**src/rtl/dmem_if.sv**
```systemverilog
// Data-memory request/grant/response bus between the MEM stage (master) and memory (slave).
interface dmem_if #(
  parameter int XLEN = 32
);
  logic            req;
  logic            we;
  logic [XLEN-1:0] addr;
  logic [XLEN-1:0] wdata;
  logic            gnt;
  logic            rvalid;
  logic [XLEN-1:0] rdata;

  modport master (output req, we, addr, wdata, input gnt, rvalid, rdata);
  modport slave  (input req, we, addr, wdata, output gnt, rvalid, rdata);
endinterface

```
**src/rtl/mem_wb_stage.sv**
```systemverilog
// MEM stage data-memory handshake plus the MEM/WB writeback register driving the register file.
// Optional macro LOAD_EXT_EN adds ld_funct3 and RISC-V byte/halfword load extraction.
module mem_wb_stage #(
  parameter int XLEN = 32,
  parameter int REGW = 5
) (
  input  logic            clk,
  input  logic            reset,
  input  logic            ex_valid,
  input  logic [XLEN-1:0] pc_plus4,
  input  logic [XLEN-1:0] alu_out,
  input  logic [XLEN-1:0] store_data,
  input  logic [REGW-1:0] dest_reg,
  input  logic            reg_write,
  input  logic            mem_write,
  input  logic [1:0]      result_src,
`ifdef LOAD_EXT_EN
  input  logic [2:0]      ld_funct3,
`endif
  dmem_if.master          dmem,
  output logic            mem_stall,
  output logic            rf_we,
  output logic [REGW-1:0] rf_waddr,
  output logic [XLEN-1:0] rf_wdata
);
  typedef enum logic {IDLE = 1'b0, WAIT_RSP = 1'b1} state_t;

  state_t          state, state_next;
  logic            is_load, is_store, mem_op;
  logic            vld_p0;
  logic [XLEN-1:0] load_data_p0;
  logic [XLEN-1:0] wb_data_p0;

`ifdef LOAD_EXT_EN
  function automatic logic [XLEN-1:0] extract_load(input logic [XLEN-1:0] word,
                                                   input logic [1:0]      offset,
                                                   input logic [2:0]      funct3);
    logic        [7:0]      lane_b;
    logic        [15:0]     lane_h;
    logic signed [7:0]      lane_sb;
    logic signed [15:0]     lane_sh;
    logic signed [XLEN-1:0] ext;
    lane_b  = word[{offset, 3'b000} +: 8];
    lane_h  = word[{offset[1], 4'b0000} +: 16];
    lane_sb = lane_b;
    lane_sh = lane_h;
    case (funct3)
      3'b000:  ext = lane_sb;
      3'b001:  ext = lane_sh;
      3'b100:  ext = $signed({{(XLEN-8){1'b0}}, lane_b});
      3'b101:  ext = $signed({{(XLEN-16){1'b0}}, lane_h});
      default: ext = $signed(word);
    endcase
    return ext;
  endfunction

  assign load_data_p0 = extract_load(dmem.rdata, alu_out[1:0], ld_funct3);
`else
  assign load_data_p0 = dmem.rdata;
`endif

  assign is_load  = ex_valid & (result_src == 2'b01) & ~mem_write;
  assign is_store = ex_valid & mem_write;
  assign mem_op   = is_load | is_store;

  // Request only from IDLE; address/data come straight from the held EX/MEM bundle.
  assign dmem.req   = (state == IDLE) & mem_op;
  assign dmem.we    = is_store;
  assign dmem.addr  = alu_out;
  assign dmem.wdata = store_data;

  always_comb begin
    state_next = state;
    mem_stall  = 1'b0;
    case (state)
      IDLE: begin
        mem_stall = mem_op & ~(is_store & dmem.gnt);
        if (is_load && dmem.gnt) state_next = WAIT_RSP;
      end
      WAIT_RSP: begin
        mem_stall = ~dmem.rvalid;
        if (dmem.rvalid) state_next = IDLE;
      end
      default: state_next = IDLE;
    endcase
  end

  always_comb begin
    case (result_src)
      2'b01:   wb_data_p0 = load_data_p0;
      2'b10:   wb_data_p0 = pc_plus4;
      default: wb_data_p0 = alu_out;
    endcase
  end

  assign vld_p0 = ex_valid & ~mem_stall;

  always_ff @(posedge clk) begin
    if (reset) state <= IDLE;
    else       state <= state_next;
  end

  // MEM/WB boundary: bubbles clear the write enable but keep index/data.
  always_ff @(posedge clk) begin
    if (reset) begin
      rf_we    <= 1'b0;
      rf_waddr <= '0;
      rf_wdata <= '0;
    end else begin
      rf_we <= vld_p0 & reg_write & (dest_reg != '0);
      if (vld_p0) begin
        rf_waddr <= dest_reg;
        rf_wdata <= wb_data_p0;
      end
    end
  end
endmodule
```
**src/flat_wrapper.sv**
```systemverilog
// flat-port wrapper written by rule: the top's interface ports become plain ports
module mem_wb_stage_flat 
#(
  parameter int XLEN = 32,
  parameter int REGW = 5
)
  (clk, reset, ex_valid, pc_plus4, alu_out, store_data, dest_reg, reg_write, mem_write, result_src, mem_stall, rf_we, rf_waddr, rf_wdata, dmem_req, dmem_we, dmem_addr, dmem_wdata, dmem_gnt, dmem_rvalid, dmem_rdata);
  dmem_if #(.XLEN(XLEN)) dmem_i ();
  input  logic clk;
  input  logic reset;
  input  logic ex_valid;
  input  logic [XLEN-1:0] pc_plus4;
  input  logic [XLEN-1:0] alu_out;
  input  logic [XLEN-1:0] store_data;
  input  logic [REGW-1:0] dest_reg;
  input  logic reg_write;
  input  logic mem_write;
  input  logic [1:0] result_src;
  output logic mem_stall;
  output logic rf_we;
  output logic [REGW-1:0] rf_waddr;
  output logic [XLEN-1:0] rf_wdata;
  output wire logic [$bits(dmem_i.req)-1:0] dmem_req;
  output wire logic [$bits(dmem_i.we)-1:0] dmem_we;
  output wire logic [$bits(dmem_i.addr)-1:0] dmem_addr;
  output wire logic [$bits(dmem_i.wdata)-1:0] dmem_wdata;
  input wire logic [$bits(dmem_i.gnt)-1:0] dmem_gnt;
  input wire logic [$bits(dmem_i.rvalid)-1:0] dmem_rvalid;
  input wire logic [$bits(dmem_i.rdata)-1:0] dmem_rdata;
  assign dmem_req = dmem_i.req;
  assign dmem_we = dmem_i.we;
  assign dmem_addr = dmem_i.addr;
  assign dmem_wdata = dmem_i.wdata;
  assign dmem_i.gnt = dmem_gnt;
  assign dmem_i.rvalid = dmem_rvalid;
  assign dmem_i.rdata = dmem_rdata;
  mem_wb_stage #(.XLEN(XLEN), .REGW(REGW)) u_core (.clk(clk), .reset(reset), .ex_valid(ex_valid), .pc_plus4(pc_plus4), .alu_out(alu_out), .store_data(store_data), .dest_reg(dest_reg), .reg_write(reg_write), .mem_write(mem_write), .result_src(result_src), .dmem(dmem_i), .mem_stall(mem_stall), .rf_we(rf_we), .rf_waddr(rf_waddr), .rf_wdata(rf_wdata));
endmodule
```
**config.mk**
```make
export PLATFORM = sky130hd
export DESIGN_NAME = mem_wb_stage_flat
export DESIGN_NICKNAME = d
export VERILOG_FILES = /design/src/rtl/dmem_if.sv /design/src/rtl/mem_wb_stage.sv /design/src/flat_wrapper.sv
export SDC_FILE = /design/constraint.sdc
export NUM_CORES = 1
export LEC_CHECK = 0
export BUFFER_PORTS_ARGS = -buffer_cell sky130_fd_sc_hd__buf_2
export CAP_MARGIN = 20
export CORE_ASPECT_RATIO = 0.7
export CORE_MARGIN = 2
export CORE_UTILIZATION = 30
export CTS_CLUSTER_DIAMETER = 200
export CTS_CLUSTER_SIZE = 12
export DETAILED_ROUTE_END_ITERATION = 8
export GPL_ROUTABILITY_DRIVEN = 1
export PLACE_DENSITY_LB_ADDON = 0.3
export SLEW_MARGIN = 20
export SYNTH_ARGS = -nofsm -noshare
export SYNTH_HDL_FRONTEND = slang
export SYNTH_SLANG_ARGS = --single-unit
```
**constraint.sdc**
```tcl
create_clock -name clk -period 2.2 [get_ports clk]
set_input_delay 0.11 -clock clk [delete_from_list [all_inputs] [get_ports clk]]
set_output_delay 0.11 -clock clk [all_outputs]
set_load 0.02 [all_outputs]
```
Yosys cells after proc, flatten, opt, wreduce, memory -nomap -nowiden
Index checks and enable logic that the tools add are counted.
W data, S select, Z words.

storage, ports and cells
  bits in latches = 0
  memory bits (read-only) = 0
  logic and storage cells = 28
  input port bits = 142
  memories kept = 0
  output and inout port bits = 105
  memory bits (writable) = 0
  bits in registers = 39

cells by class
  divide/modulo/power cells = 0
  eq/ne operators = 2
  shift operators = 0
  add/subtract/negate cells = 0
  bitwise operators = 15
  multipliers = 0
  multiplexer cells = 5
  reduce and logical (&&, ||, !) cells = 2
  $lt $le $gt $ge = 0

operator list
  kind                  count
  $pmux W32 S2          1
  $and A1 B1 Y1         9
  $not A1 Y1            5
  $reduce_bool A5 Y1    1
  $pmux W1 S2           2
  $eq A2 B1 Y1 const B  1
  $eq A2 B2 Y1 const B  1
  $mux W1               2
  $logic_and A1 B1 Y1   1
  $or A1 B1 Y1          1

Logic depth before layout (Yosys ltp)
Gate-level depths: netlist of the first run.

  word-level depth = 10
  mapped depth = 7
  mapped depth without buffers = 5

Least setup slack after synthesis of the first run
OpenSTA, ideal clock, no wires.

  path type = input port to flip-flop
  from = in result_src[1]
  to = reg u_core.rf_wdata[12]
  setup slack = 0.758 ns
  arrival = 1.321 ns
  setup time = 0.121 ns
  stages = 7
  path buffers = 2
  data required time = 2.079 ns
  cell sequence = inv_1 -> ha_1 -> buf_4 -> nor2_2 -> o311ai_4 -> buf_6 -> mux2_2

between the ends
  word-level cells in the longest chain between the ends = 8
  elaborated cells on any way between the ends = 10
  those cells by class = 2 x eq/ne; 2 x mux; 6 x bitwise

RTL lines
  item                         RTL line                                RTL
  start: declaration           flat_wrapper.sv:18                      input logic [1:0] result_src;
  $eq A2 B1 Y1                 mem_wb_stage.sv:62, mem_wb_stage.sv:89
  $and A1 B1 Y1 (2 in series)  mem_wb_stage.sv:62                      assign is_load = ex_valid & (result_src == 2'b01) & ~mem_write;
  $or A1 B1 Y1                 mem_wb_stage.sv:64                      assign mem_op = is_load | is_store;
  $and A1 B1 Y1                mem_wb_stage.sv:77                      mem_stall = mem_op & ~(is_store & dmem.gnt);
  $pmux W1 S2                  mem_wb_stage.sv:75                      case (state)
  $not A1 Y1                   mem_wb_stage.sv:96                      assign vld_p0 = ex_valid & ~mem_stall;
  $and A1 B1 Y1                mem_wb_stage.sv:96
  end signal: assignment       mem_wb_stage.sv:113                     rf_wdata <= wb_data_p0;
  end: declaration             mem_wb_stage.sv:24                      output logic [XLEN-1:0] rf_wdata

Parallel ways exist; a longest one is shown, timed or not.
A chain may end at the register's enable or synchronous reset.

Worst setup path after layout of the first run
  from = reg u_core.state
  to = reg u_core.rf_wdata[19]

between the ends
  word-level cells in the longest chain between the ends = 4

RTL lines
  item                      RTL line             RTL
  start: declaration        mem_wb_stage.sv:28   state_t state, state_next;
  start signal: assignment  mem_wb_stage.sv:100  else state <= state_next;
  $not A1 Y1                mem_wb_stage.sv:75
  $pmux W1 S2 *             mem_wb_stage.sv:75
  $not A1 Y1 *              mem_wb_stage.sv:96
  $and A1 B1 Y1 *           mem_wb_stage.sv:96

Mark *: on every way between the ends. The rest lies on a longest branch, timed or not.

==> impl_table.tex, run 1 <==
\begin{tabular}{lr}
\hline
Metric & Value \\
\hline
\multicolumn{2}{l}{\textbf{STA}} \\
Hold Slack & 0.09146 ns \\
Number of setup violations in the final report & 0 \\
F\_max & 622.0 MHz \\
Pins over their slew limit & 0 \\
Final clock period utilization by the worst path & 0.7308 \\
Worst Skew & 0.005653 ns \\
Worst slew margin & 0.3806 \\
Setup\_tns & 0 ns \\
Hold violation total from the final report & 0 \\
Min Clock Period, post-route & 1.608 ns \\
Transition at the pin with the smallest max-transition slack & 0.9290 ns \\
Unrepaired setup endpoints after global routing & false \\
\multicolumn{2}{l}{\textbf{Detailed routing}} \\
Number of detailed-route iterations in the first pass & 4 \\
Total Routed Length & 7422 um \\
Count of unresolved DRC violations after routing & 0 \\
Routed vias & 2595 \\
Detail-routed via count per cell & 4.684 \\
Final ANT Viol Nets & 0 \\
Detail-routed net length per standard cell & 13.40 um \\
Detailed Route Iter0 Violations & 62 \\
\multicolumn{2}{l}{\textbf{Layout}} \\
Post-route core utilization & 0.3871 \\
Non-filler cells, final & 554 \\
Area added between synthesis and finish & 24.13\% \\
\# nets final & 573 \\
Fraction of layout instances using a drive strength above 1 & 0.5302 \\
Count of inserted antenna diode cells & 0 \\
\multicolumn{2}{l}{\textbf{Setup path}} \\
Crit path launch type & flop \\
Crit-path max cell delay & 0.46 ns \\
Endpoint arrival time on the critical path & 1.77 ns \\
Type of destination of the critical path & flop \\
Worst Setup Path Type & reg -> reg \\
Maximum fanout along the worst path & 18 \\
Ordered list of cells on the worst path & nand2b\_1, o311ai\_4, buf\_4, mux2\_2 \\
Cell with the biggest individual delay on the critical path & dfxtp\_1 \\
Data required time of the critical path & 2.36 ns \\
\multicolumn{2}{l}{\textbf{Clock tree}} \\
Post-CTS Hold Buffers & 0 \\
Number of buffers created by CTS & 5 \\
Clock slew at the register clock pins of the worst setup and hold paths & 0.06 ns \\
Post-CTS setup-driven buffer insertion count & 0 \\
Clock H-tree levels & 2 \\
Maximum root-to-sink buffer count & 2 \\
Clock latency of the later-clocked register in the worst-skew pair & 0.28 ns \\
\# resized after CTS & 0 \\
TritonCTS clock tree & yes \\
Buffer type at the clock tree root & clkbuf\_16 \\
TritonCTS Sinks & 39 \\
\multicolumn{2}{l}{\textbf{Logic synthesis}} \\
Main area contributors after synthesis & dfxtp\_1 (27\%), buf\_4 (17\%), nor2b\_1 (14\%), mux2\_2 (11\%), a221oi\_1 (9.8\%) \\
Proportion of synthesized chip area in sequential cells & 0.2727 \\
Fraction of post-synthesis cell area in the top cell type by area & 0.2727 \\
XOR/XNOR share of the synthesized area & 0 \\
Gate Count Post-Synth & 324 \\
Largest family of logic cells by synthesized area & simple AND/OR/NAND/NOR gates \\
Share of synthesized cell area in and, or, nand and nor gates & 0.2373 \\
Flip-flop cell with the highest count after synthesis & dfxtp\_1 \\
Post-synthesis instance area & 0.002863 sq mm \\
Post-synth top cells & buf\_4 (65), nor2b\_1 (64), dfxtp\_1 (39) \\
Dominant cell by count in the synthesized netlist & buf\_4 \\
Mux cell area share after synthesis & 0.1486 \\
Post-synthesis adder-cell area fraction & 0.008741 \\
Yosys top cell by area & dfxtp\_1 \\
Number of synthesis warnings & 0 \\
Flip-flop and latch count after synthesis & 39 \\
Compound-cell area share of the yosys netlist & 0.1158 \\
Async set-or-reset flop fraction in the synthesized netlist & 0 \\
Unique cell type count in the Yosys netlist & 26 \\
Synthesized net count & 468 \\
Count of flip-flops with a built-in enable after synthesis & 0 \\
Mean area per synthesized cell & 8.836 sq um \\
\multicolumn{2}{l}{\textbf{Run}} \\
Max Cap Viol & 0 \\
\multicolumn{2}{l}{\textbf{GRT}} \\
GRT Residual Overflow & 0 \\
Total routing usage reported by global routing & 0.1367 \\
Largest net degree at the start of global routing & 65 \\
Number of antenna violations at the first check in global routing & 0 \\
Global-route wire length before repair & 11340 um \\
Vias in the first global route & 2341 \\
\multicolumn{2}{l}{\textbf{Pwr}} \\
Fraction of power consumed by sequential logic & 0.346 \\
Share of total power in the clock network & 0.379 \\
Largest voltage drop on the vdd net & 0.0002418 V \\
Part of the power in combinational logic & 0.275 \\
Leakage power summed over all cells & 1.728 nW \\
Net switching share of the total power & 0.2854 \\
Power per cell area & 632.7 mW/mm\^{}2 \\
P\_sw & 0.6416 mW \\
Post-route total power & 2.248 mW \\
Internal power & 1.607 mW \\
\multicolumn{2}{l}{\textbf{Run status}} \\
Result of the run & complete, no violations \\
\multicolumn{2}{l}{\textbf{Die}} \\
I/O pin total & 247 \\
Area inside the core boundary & 0.009180 sq mm \\
Effective utilization at floorplan & 0.3118 \\
Die extent in y & 85.73 um \\
Die X & 120.8 um \\
Standard-cell rows & 29 \\
Die area & 0.01035 sq mm \\
\multicolumn{2}{l}{\textbf{Hold path}} \\
Worst min-delay path class & in -> reg \\
\multicolumn{2}{l}{\textbf{Placed design}} \\
Placed cell count & 546 \\
Global placer's final weighted congestion & 0.7291 \\
IO Port Bufs & 182 \\
Total half-perimeter wirelength after legalization and detailed placement & 5659 um \\
\hline
\end{tabular}
## cells in the final DEF, fill, tap and decap left out
| cell type | Yosys | routed |
|---|---|---|
| mux2i_1 | 5 | 5 |
| or4_1 | 1 | 1 |
| mux2_2 | 27 | 27 |
| ha_2 | 0 | 1 |
| inv_1 | 3 | 3 |
| buf_4 | 65 | 5 |
| o311ai_4 | 1 | 1 |
| nand2_1 | 2 | 2 |
| nor2_1 | 1 | 1 |
| clkbuf_8 | 0 | 1 |
| nor3_1 | 32 | 32 |
| nor4b_1 | 1 | 1 |
| buf_2 | 4 | 182 |
| and2_1 | 1 | 1 |
| nor2_2 | 1 | 1 |
| or4b_2 | 1 | 1 |
| mux2_4 | 1 | 1 |
| dfxtp_1 | 39 | 39 |
| a21oi_1 | 2 | 2 |
| o311a_1 | 1 | 1 |
| nor2b_1 | 64 | 64 |
| buf_12 | 0 | 1 |
| nand2b_1 | 11 | 11 |
| bufinv_16 | 0 | 1 |
| clkbuf_16 | 0 | 5 |
| mux2_1 | 5 | 5 |
| ha_1 | 2 | 1 |
| clkinv_2 | 0 | 1 |
| o21ai_0 | 1 | 1 |
| a221oi_1 | 32 | 32 |
## worst max-delay path, delay by kind of cell, from the launching register on
family / cells / cell delay [ns]
AND/OR/NAND/NOR: 1 / 0.20
flip-flops: 1 / 0.46
AO/OA/AOI/OAI: 1 / 0.14
multiplexers: 1 / 0.37
buffers and inverters: 1 / 0.31
## path summary, 6_finish.rpt
path	from	endpoint	slack [ns]	depth (start not counted)
worst max-delay path	u_core.state	u_core.rf_wdata[19]	0.59	4
worst min-delay path	reg_write	u_core.rf_we	0.09	2
worst max register to register	u_core.state	u_core.rf_wdata[19]	0.59	4
worst min register to register	u_core.rf_waddr[2]	u_core.rf_waddr[2]	0.47	2
## kinds of logic after synthesis
kind of cell / Yosys count
AO/OA/AOI/OAI: 37
flip-flops: 39
adder cells (fa/ha/maj): 2
AND/OR/NAND/NOR: 115
multiplexers: 38
buffers and inverters: 93
## layer usage
metal / wire length [um] / track usage / up-vias
met5: 0 / 0 / -
met4: 68 / 0.03488 / 0
met3: 691 / 0.05120 / 7
met2: 3354 / 0.2260 / 119
met1: 3308 / 0.1686 / 1181
li1: - / - / 1288
## final cells by class
type / count / area, sq um
Multi-Input combinational cell: 192 / 1464
Fill cell: 963 / 5627
Sequential cell: 39 / 780.7
Tap cell: 124 / 155.1
Inverter: 3 / 11.26
Clock inverter: 2 / 35.03
Timing Repair Buffer: 188 / 968.4
Clock buffer: 6 / 138.9
## flip-flops by register name (all words and copies together), names as in the netlist
register	cells
u_core.rf_we	1
u_core.rf_waddr	5
u_core.state	1
u_core.rf_wdata	32
## per-stage QoR
step           instance area, sq um  setup slack [ns]
2_1_floorplan                  2863            0.7581
3_3_place_gp                   3379            0.3504
3_5_place_dp                   3379            0.3088
4_1_cts                        3553            0.6094
5_1_grt                        3553            0.4655
6_report                       3553            0.5922
## power by group through the flow
stage	registers [mW]	clock network (mW)	logic [mW]
after floorplan	0.855	0	0.452
after global placement	0.792	0	0.618
after detailed placement	0.794	0	0.625
after CTS	0.779	0.890	0.627
after global routing	0.785	0.918	0.674
final	0.778	0.852	0.618
(Power assumes the default switching activity.)
==> run 2, diff against run 1 <==
clock period = 1.5 ns   (was 2.2 ns; I/O delays follow)
==> impl_table.tex, run 2 (same netlist as run 1, synthesis figures left out) <==
\begin{tabular}{lr}
\hline
Metric & Value \\
\hline
\multicolumn{2}{l}{\textbf{Placed design}} \\
IO Port Bufs & 182 (unchanged) \\
Global placer's final weighted congestion & 0.7425 (+1.8\%) \\
Placement-stage worst setup slack & -0.1173 ns (-0.4261 ns) \\
Area after DPL & 0.003502 sq mm (+3.6\%) \\
Total half-perimeter wirelength after legalization and detailed placement & 5915 um (+4.5\%) \\
\multicolumn{2}{l}{\textbf{Detailed routing}} \\
Routed vias & 2607 (+0.46\%) \\
Number of detailed-route iterations in the first pass & 4 (unchanged) \\
Final ANT Viol Nets & 0 (unchanged) \\
Total Routed Length & 7496 um (+1.0\%) \\
Detail-routed via count per cell & 4.655 (-0.61\%) \\
Detail-routed net length per standard cell & 13.39 um (about the same) \\
Count of unresolved DRC violations after routing & 0 (unchanged) \\
Detailed Route Iter0 Violations & 59 (-4.8\%) \\
\multicolumn{2}{l}{\textbf{Pwr}} \\
Net switching share of the total power & 0.2931 (+0.007718) \\
Share of total power in the clock network & 0.315 (-0.064) \\
Internal power & 2.170 mW (+35\%) \\
Leakage power summed over all cells & 1.767 nW (+2.2\%) \\
Part of the power in combinational logic & 0.313 (+0.038) \\
Post-route total power & 3.069 mW (+37\%) \\
Largest voltage drop on the vdd net & 0.0003438 V (+42\%) \\
Fraction of power consumed by sequential logic & 0.372 (+0.026) \\
Power per cell area & 843.3 mW/mm\^{}2 (+33\%) \\
P\_sw & 0.8996 mW (+40\%) \\
\multicolumn{2}{l}{\textbf{STA}} \\
Minimum setup slack in the final design & 0.07508 ns (-0.5172 ns) \\
Hold violation total from the final report & 0 (unchanged) \\
Number of setup violations in the final report & 0 (unchanged) \\
Min Clock Period, post-route & 1.425 ns (-0.1828 ns) \\
Final clock period utilization by the worst path & 0.9499 (+0.2191) \\
Setup\_tns & 0 ns (unchanged) \\
Worst Skew & 0.001594 ns (-0.004059 ns) \\
Transition at the pin with the smallest max-transition slack & 0.3535 ns (-0.5755 ns) \\
Worst slew margin & 0.7638 (+0.3831) \\
Unrepaired setup endpoints after global routing & false \\
Pins over their slew limit & 0 (unchanged) \\
F\_max & 701.8 MHz (+13\%) \\
\multicolumn{2}{l}{\textbf{Die}} \\
Die extent in y & 85.73 um (unchanged) \\
Effective utilization at floorplan & 0.3118 (unchanged) \\
Standard-cell rows & 29 (unchanged) \\
Die area & 0.01035 sq mm (unchanged) \\
Die X & 120.8 um (unchanged) \\
Area inside the core boundary & 0.009180 sq mm (unchanged) \\
I/O pin total & 247 (unchanged) \\
\multicolumn{2}{l}{\textbf{Setup path}} \\
Data required time of the critical path & 1.66 ns (-0.70 ns) \\
Cell with the biggest individual delay on the critical path & dfxtp\_1 \\
Type of destination of the critical path & flop \\
Crit path launch type & flop \\
Ordered list of cells on the worst path & nand2b\_1, o311ai\_4, buf\_12, mux2\_2 \\
Worst-case register-to-register setup slack & 0.08 ns (-0.52 ns) \\
Maximum fanout along the worst path & 18 (unchanged) \\
Path depth of the worst reg2reg path & 4 (unchanged) \\
Endpoint arrival time on the critical path & 1.59 ns (-0.18 ns) \\
Buffers \& Inverters on Critical Path & 1 (unchanged) \\
Worst R2R Start & u\_core.state \\
Reg2reg end & u\_core.rf\_wdata[28] \\
Crit-path max cell delay & 0.46 ns (about the same) \\
Worst Setup Path Type & reg -> reg \\
Family of cells with the greatest summed delay on the critical path & flip-flops \\
\multicolumn{2}{l}{\textbf{Layout}} \\
Area added between synthesis and finish & 27.14\% \\
\# nets final & 581 (+1.4\%) \\
Max reg flops & 32 (unchanged) \\
Most used cells in the layout excluding fill and tap cells & buf\_2 (181), nor2b\_1 (64), dfxtp\_1 (39) \\
Count of inserted antenna diode cells & 0 (unchanged) \\
Final instance area & 0.003640 sq mm (+2.4\%) \\
Registers with the most flip-flops & u\_core.rf\_wdata (32), u\_core.rf\_waddr (5) \\
Fraction of layout instances using a drive strength above 1 & 0.5367 (+0.006465) \\
Top register by number of flip-flops & u\_core.rf\_wdata \\
Most common cell after layout, fill and taps aside & buf\_2 \\
\multicolumn{2}{l}{\textbf{Clock tree}} \\
Clock slew at the register clock pins of the worst setup and hold paths & 0.05 ns (about the same) \\
Clock H-tree levels & 2 (unchanged) \\
Clock latency of the later-clocked register in the worst-skew pair & 0.27 ns (about the same) \\
Post-CTS Hold Buffers & 0 (unchanged) \\
Number of buffers created by CTS & 5 (unchanged) \\
Maximum root-to-sink buffer count & 2 (unchanged) \\
TritonCTS Sinks & 39 (unchanged) \\
TritonCTS clock tree & yes \\
Buffer type at the clock tree root & clkbuf\_16 \\
\multicolumn{2}{l}{\textbf{GRT}} \\
Vias in the first global route & 2488 (+6.3\%) \\
Number of antenna violations at the first check in global routing & 0 (unchanged) \\
Largest net degree at the start of global routing & 77 (+18\%) \\
Total routing usage reported by global routing & 0.1387 (+0.001984) \\
Global-route wire length before repair & 11570 um (+2.1\%) \\
GRT Residual Overflow & 0 (unchanged) \\
\multicolumn{2}{l}{\textbf{Hold path}} \\
Worst min-delay path endpoint & u\_core.rf\_we \\
Launch instance of the worst min-delay path & reg\_write \\
Worst min-delay path class & in -> reg \\
Hold Path Cell Cnt & 2 (unchanged) \\
\multicolumn{2}{l}{\textbf{Run}} \\
Max Cap Viol & 0 (unchanged) \\
\multicolumn{2}{l}{\textbf{Run status}} \\
Result of the run & complete, no violations \\
\hline
\end{tabular}
==> run 2: repair_timing <==
action,in CTS,in global routing
setup buffers,0,0
endpoints found under the setup margin,0,16
resized for setup,0,3
==> run 2: layer usage <==
metal,vias up,track usage,wire (um)
li1,1295,-,-
met1,1184,0.1652,3259
met2,120,0.2363,3421
met3,8,0.05452,749
met4,0,0.03277,65
met5,-,0,0
==> run 2: area by class of cell <==
class / instances / area [sq um]
repair buffers: 196 / 1097
fillers: 952 / 5540
multi-input cells: 192 / 1466
well taps: 124 / 155.1
clock buffers: 6 / 128.9
inverters: 3 / 11.26
flip-flops and latches: 39 / 780.7
==> run 2: through the flow <==
stage | util | hold slack, ns | instances
after global routing | 0.3965 | 0.05785 | 560
after floorplan | - | 0.2304 | 324
final | 0.3965 | 0.06359 | 560
after global placement | 0.3815 | 0.1501 | 554
after CTS | 0.3955 | 0.05472 | 560
after detailed placement | 0.3815 | 0.1501 | 554
==> run 2: worst max-delay path by stage <==
stage	to	startpoint	slack, ns	cells past startpoint
finish	u_core.rf_wdata[28]	u_core.state	0.08	4
global placement	u_core.state	result_src[1]	-0.08	7
detailed placement	u_core.state	result_src[1]	-0.12	7
CTS	mem_stall	result_src[1]	0.03	8
floorplan	u_core.rf_wdata[20]	result_src[1]	0.09	7
global route	u_core.rf_wdata[19]	u_core.state	0.0008	4
==> run 2: power groups by stage <==
stage               clock, mW  sequential [mW]  combinational [mW]
global route             1.05             1.15                1.05
global placement            0             1.16               0.953
finish                  0.966             1.14               0.960
detailed placement          0             1.16               0.968
CTS                      1.02             1.14               0.970
floorplan                   0             1.25               0.663
==> run 3, diff against run 2 <==
ABC_AREA = 1   (was default)
==> impl_table.tex, run 3 <==
\begin{tabular}{lr}
\hline
Metric & Value \\
\hline
\multicolumn{2}{l}{\textbf{GRT}} \\
Number of antenna violations at the first check in global routing & 0 (unchanged) \\
Vias in the first global route & 2867 (+15\%) \\
GRT Residual Overflow & 0 (unchanged) \\
Largest net degree at the start of global routing & 46 (-40\%) \\
Global-route wire length before repair & 12690 um (+9.7\%) \\
Total routing usage reported by global routing & 0.1474 (+0.008755) \\
\multicolumn{2}{l}{\textbf{Detailed routing}} \\
Count of unresolved DRC violations after routing & 0 (unchanged) \\
Sum of met2 wire segment lengths after detailed routing & 3696 um (+8.0\%) \\
Met3 routed WL & 714 um (-4.7\%) \\
Met1 wire length & 3571 um (+9.6\%) \\
Detail-routed net length per standard cell & 10.43 um (-22\%) \\
Total Routed Length & 8038 um (+7.2\%) \\
Routed vias & 3185 (+22\%) \\
Number of detailed-route iterations in the first pass & 4 (unchanged) \\
Detail-routed via count per cell & 4.131 (-11\%) \\
Final ANT Viol Nets & 0 (unchanged) \\
Highest metal layer with signal wires & met4 \\
Detailed Route Iter0 Violations & 123 (+110\%) \\
\multicolumn{2}{l}{\textbf{STA}} \\
Worst slew margin & 0.7280 (-0.03577) \\
Transition at the pin with the smallest max-transition slack & 0.4080 ns (+0.05450 ns) \\
Min Clock Period, post-route & 1.319 ns (-0.1057 ns) \\
Worst Skew & 0.005162 ns (+0.003569 ns) \\
Number of setup violations in the final report & 0 (unchanged) \\
Setup\_tns & 0 ns (unchanged) \\
Pins over their slew limit & 0 (unchanged) \\
F\_max & 758.0 MHz (+8.0\%) \\
Final clock period utilization by the worst path & 0.8795 (-0.07048) \\
Unrepaired setup endpoints after global routing & false \\
Hold violation total from the final report & 0 (unchanged) \\
\multicolumn{2}{l}{\textbf{Hold path}} \\
Worst min-delay path endpoint & u\_core.rf\_we \\
Launch instance of the worst min-delay path & reg\_write \\
Worst min-delay path class & in -> reg \\
Hold Path Cell Cnt & 3 (+1) \\
\multicolumn{2}{l}{\textbf{Layout}} \\
Fraction of layout instances using a drive strength above 1 & 0.3173 (-0.2194) \\
Registers with the most flip-flops & u\_core.rf\_wdata (32), u\_core.rf\_waddr (5) \\
Most used cells in the layout excluding fill and tap cells & nand2\_1 (270), buf\_2 (182), nor2\_1 (77) \\
\# nets final & 786 (+35\%) \\
Number of fill cells in the layout & 1102 (+16\%) \\
Most common cell after layout, fill and taps aside & nand2\_1 \\
Count of inserted antenna diode cells & 0 (unchanged) \\
Top register by number of flip-flops & u\_core.rf\_wdata \\
Area added between synthesis and finish & 25.04\% \\
Max reg flops & 32 (unchanged) \\
\multicolumn{2}{l}{\textbf{Pwr}} \\
Post-route total power & 3.240 mW (+5.6\%) \\
Power per cell area & 879.1 mW/mm\^{}2 (+4.2\%) \\
Leakage power summed over all cells & 2.359 nW (+33\%) \\
Largest voltage drop on the vdd net & 0.0003649 V (+6.1\%) \\
\multicolumn{2}{l}{\textbf{Logic synthesis}} \\
Count of flip-flops with a built-in enable after synthesis & 0 (unchanged) \\
Flip-flop cell with the highest count after synthesis & dfxtp\_1 \\
XOR/XNOR share of the synthesized area & 0 (unchanged) \\
Unique cell type count in the Yosys netlist & 15 (-42\%) \\
Number of synthesis warnings & 0 (unchanged) \\
Mean area per synthesized cell & 5.551 sq um (-37\%) \\
Async set-or-reset flop fraction in the synthesized netlist & 0 (unchanged) \\
Share of synthesized cell area in and, or, nand and nor gates & 0.4597 (+0.2224) \\
Fraction of post-synthesis cell area in the top cell type by area & 0.3438 (+0.07108) \\
Synthesized net count & 675 (+44\%) \\
Yosys top cell by area & nand2\_1 \\
Proportion of synthesized chip area in sequential cells & 0.2649 (-0.007872) \\
Compound-cell area share of the yosys netlist & 0.003396 (-0.1124) \\
Main area contributors after synthesis & nand2\_1 (34\%), dfxtp\_1 (26\%), buf\_4 (17\%), nor2\_1 (9.8\%), inv\_1 (5.5\%) \\
Post-synthesis adder-cell area fraction & 0.008489 (-0.0002523) \\
Mux cell area share after synthesis & 0 (-0.1486) \\
Post-synthesis instance area & 0.002948 sq mm (+3.0\%) \\
Flip-flop and latch count after synthesis & 39 (unchanged) \\
Dominant cell by count in the synthesized netlist & nand2\_1 \\
Largest family of logic cells by synthesized area & simple AND/OR/NAND/NOR gates \\
Gate Count Post-Synth & 531 (+64\%) \\
Post-synth top cells & nand2\_1 (270), nor2\_1 (77), buf\_4 (67) \\
\multicolumn{2}{l}{\textbf{Setup path}} \\
Type of destination of the critical path & flop \\
Worst Setup Path Type & reg -> reg \\
Path depth of the worst reg2reg path & 7 (+3) \\
Maximum fanout along the worst path & 45 (+27) \\
Worst-case register-to-register setup slack & 0.18 ns (+0.11 ns) \\
Endpoint arrival time on the critical path & 1.50 ns (-0.09 ns) \\
Crit path launch type & flop \\
Reg2reg end & u\_core.rf\_wdata[26] \\
Data required time of the critical path & 1.68 ns (+0.02 ns) \\
Worst R2R Start & u\_core.state \\
\multicolumn{2}{l}{\textbf{Placed design}} \\
Total half-perimeter wirelength after legalization and detailed placement & 6238 um (+5.5\%) \\
IO Port Bufs & 182 (unchanged) \\
Global placer's final weighted congestion & 0.7377 (-0.65\%) \\
\multicolumn{2}{l}{\textbf{Die}} \\
Standard-cell rows & 30 (+3.4\%) \\
Die extent in y & 86.94 um (+1.4\%) \\
Effective utilization at floorplan & 0.3068 (-0.005073) \\
Die X & 122.5 um (+1.4\%) \\
Die area & 0.01065 sq mm (+2.9\%) \\
I/O pin total & 247 (unchanged) \\
Area inside the core boundary & 0.009609 sq mm (+4.7\%) \\
\multicolumn{2}{l}{\textbf{Clock tree}} \\
Clock slew at the register clock pins of the worst setup and hold paths & 0.06 ns (about the same) \\
\# resized after CTS & 0 (unchanged) \\
TritonCTS clock tree & yes \\
Number of buffers created by CTS & 5 (unchanged) \\
Clock H-tree levels & 2 (unchanged) \\
Buffer type at the clock tree root & clkbuf\_16 \\
Clock latency of the later-clocked register in the worst-skew pair & 0.28 ns (about the same) \\
TritonCTS Sinks & 39 (unchanged) \\
Maximum root-to-sink buffer count & 2 (unchanged) \\
\multicolumn{2}{l}{\textbf{Run status}} \\
Result of the run & complete, no violations \\
\multicolumn{2}{l}{\textbf{Run}} \\
Max Cap Viol & 0 (unchanged) \\
\hline
\end{tabular}
==> run 3: area by class of cell <==
| cell class | instances | area [sq um] | area share |
|---|---|---|---|
| clock buffer | 5 | 125.1 | 0.03394 |
| clock inverter | 3 | 15.01 | 0.004073 |
| inverter | 43 | 161.4 | 0.04379 |
| multi-input combinational | 359 | 1390 | 0.3771 |
| sequential | 39 | 780.7 | 0.2118 |
| tap | 128 | 160.2 | 0.04345 |
| timing repair buffer | 194 | 1054 | 0.2858 |
==> run 3: how the worst max path moves through the flow <==
| stage | start | endpoint | slack (ns) | depth (start not counted) |
|---|---|---|---|---|
| after floorplan | result_src[0] | u_core.rf_wdata[14] | 0.30 | 9 |
| after global placement | result_src[1] | u_core.rf_wdata[5] | 0.20 | 11 |
| after detailed placement | result_src[1] | u_core.rf_wdata[26] | 0.14 | 11 |
| after CTS | u_core.state | u_core.rf_wdata[26] | 0.17 | 7 |
| after global routing | u_core.state | u_core.rf_wdata[4] | 0.04 | 7 |
| final | u_core.state | u_core.rf_wdata[26] | 0.18 | 7 |
==> run 3: kinds of logic after synthesis <==
group                      after synthesis
adders and majority gates                2
AOI/OAI and AO/OA                        2
buffers and inverters                  133
DFF                                     39
and+or+nand+nor                        355
==> run 3: what timing repair did <==
item                      in CTS  in global routing
hold buffers                   1                  0
hold endpoints to repair       1                  0
setup buffers                  0                  0
==> run 3: metal layers <==
metal,up-vias,track usage
met1,1364,0.1846
li1,1698,-
met3,4,0.04974
met5,-,0
met4,0,0.03239
met2,119,0.2470
==> run 3: critical path, stage by stage (launching register included) <==
cell	delay [ns]
dfxtp_1	0.33
inv_1	0.07
or2_1	0.25
nand3_2	0.14
buf_12	0.21
nand2_1	0.08
nand2_1	0.07
nor2_1	0.04
==> run 3: stage by stage <==
step | instances | setup WS, ns | hold WS [ns] | util | cell area (sq um)
2_1_floorplan | 531 | 0.3029 | 0.1441 | - | 2948
3_3_place_gp | 762 | 0.2009 | 0.1501 | 0.3680 | 3536
3_5_place_dp | 762 | 0.1438 | 0.1501 | 0.3680 | 3536
4_1_cts | 771 | 0.1724 | 0.02995 | 0.3836 | 3686
5_1_grt | 771 | 0.03640 | 0.04688 | 0.3836 | 3686
6_report | 771 | 0.1808 | 0.03614 | 0.3836 | 3686
==> run 3: power breakdown <==
part           internal [mW]  switching, mW  total, mW
registers               1.13         0.0431       1.17
logic                  0.402          0.639       1.04
clock network          0.607          0.421       1.03
total                   2.14           1.10       3.24
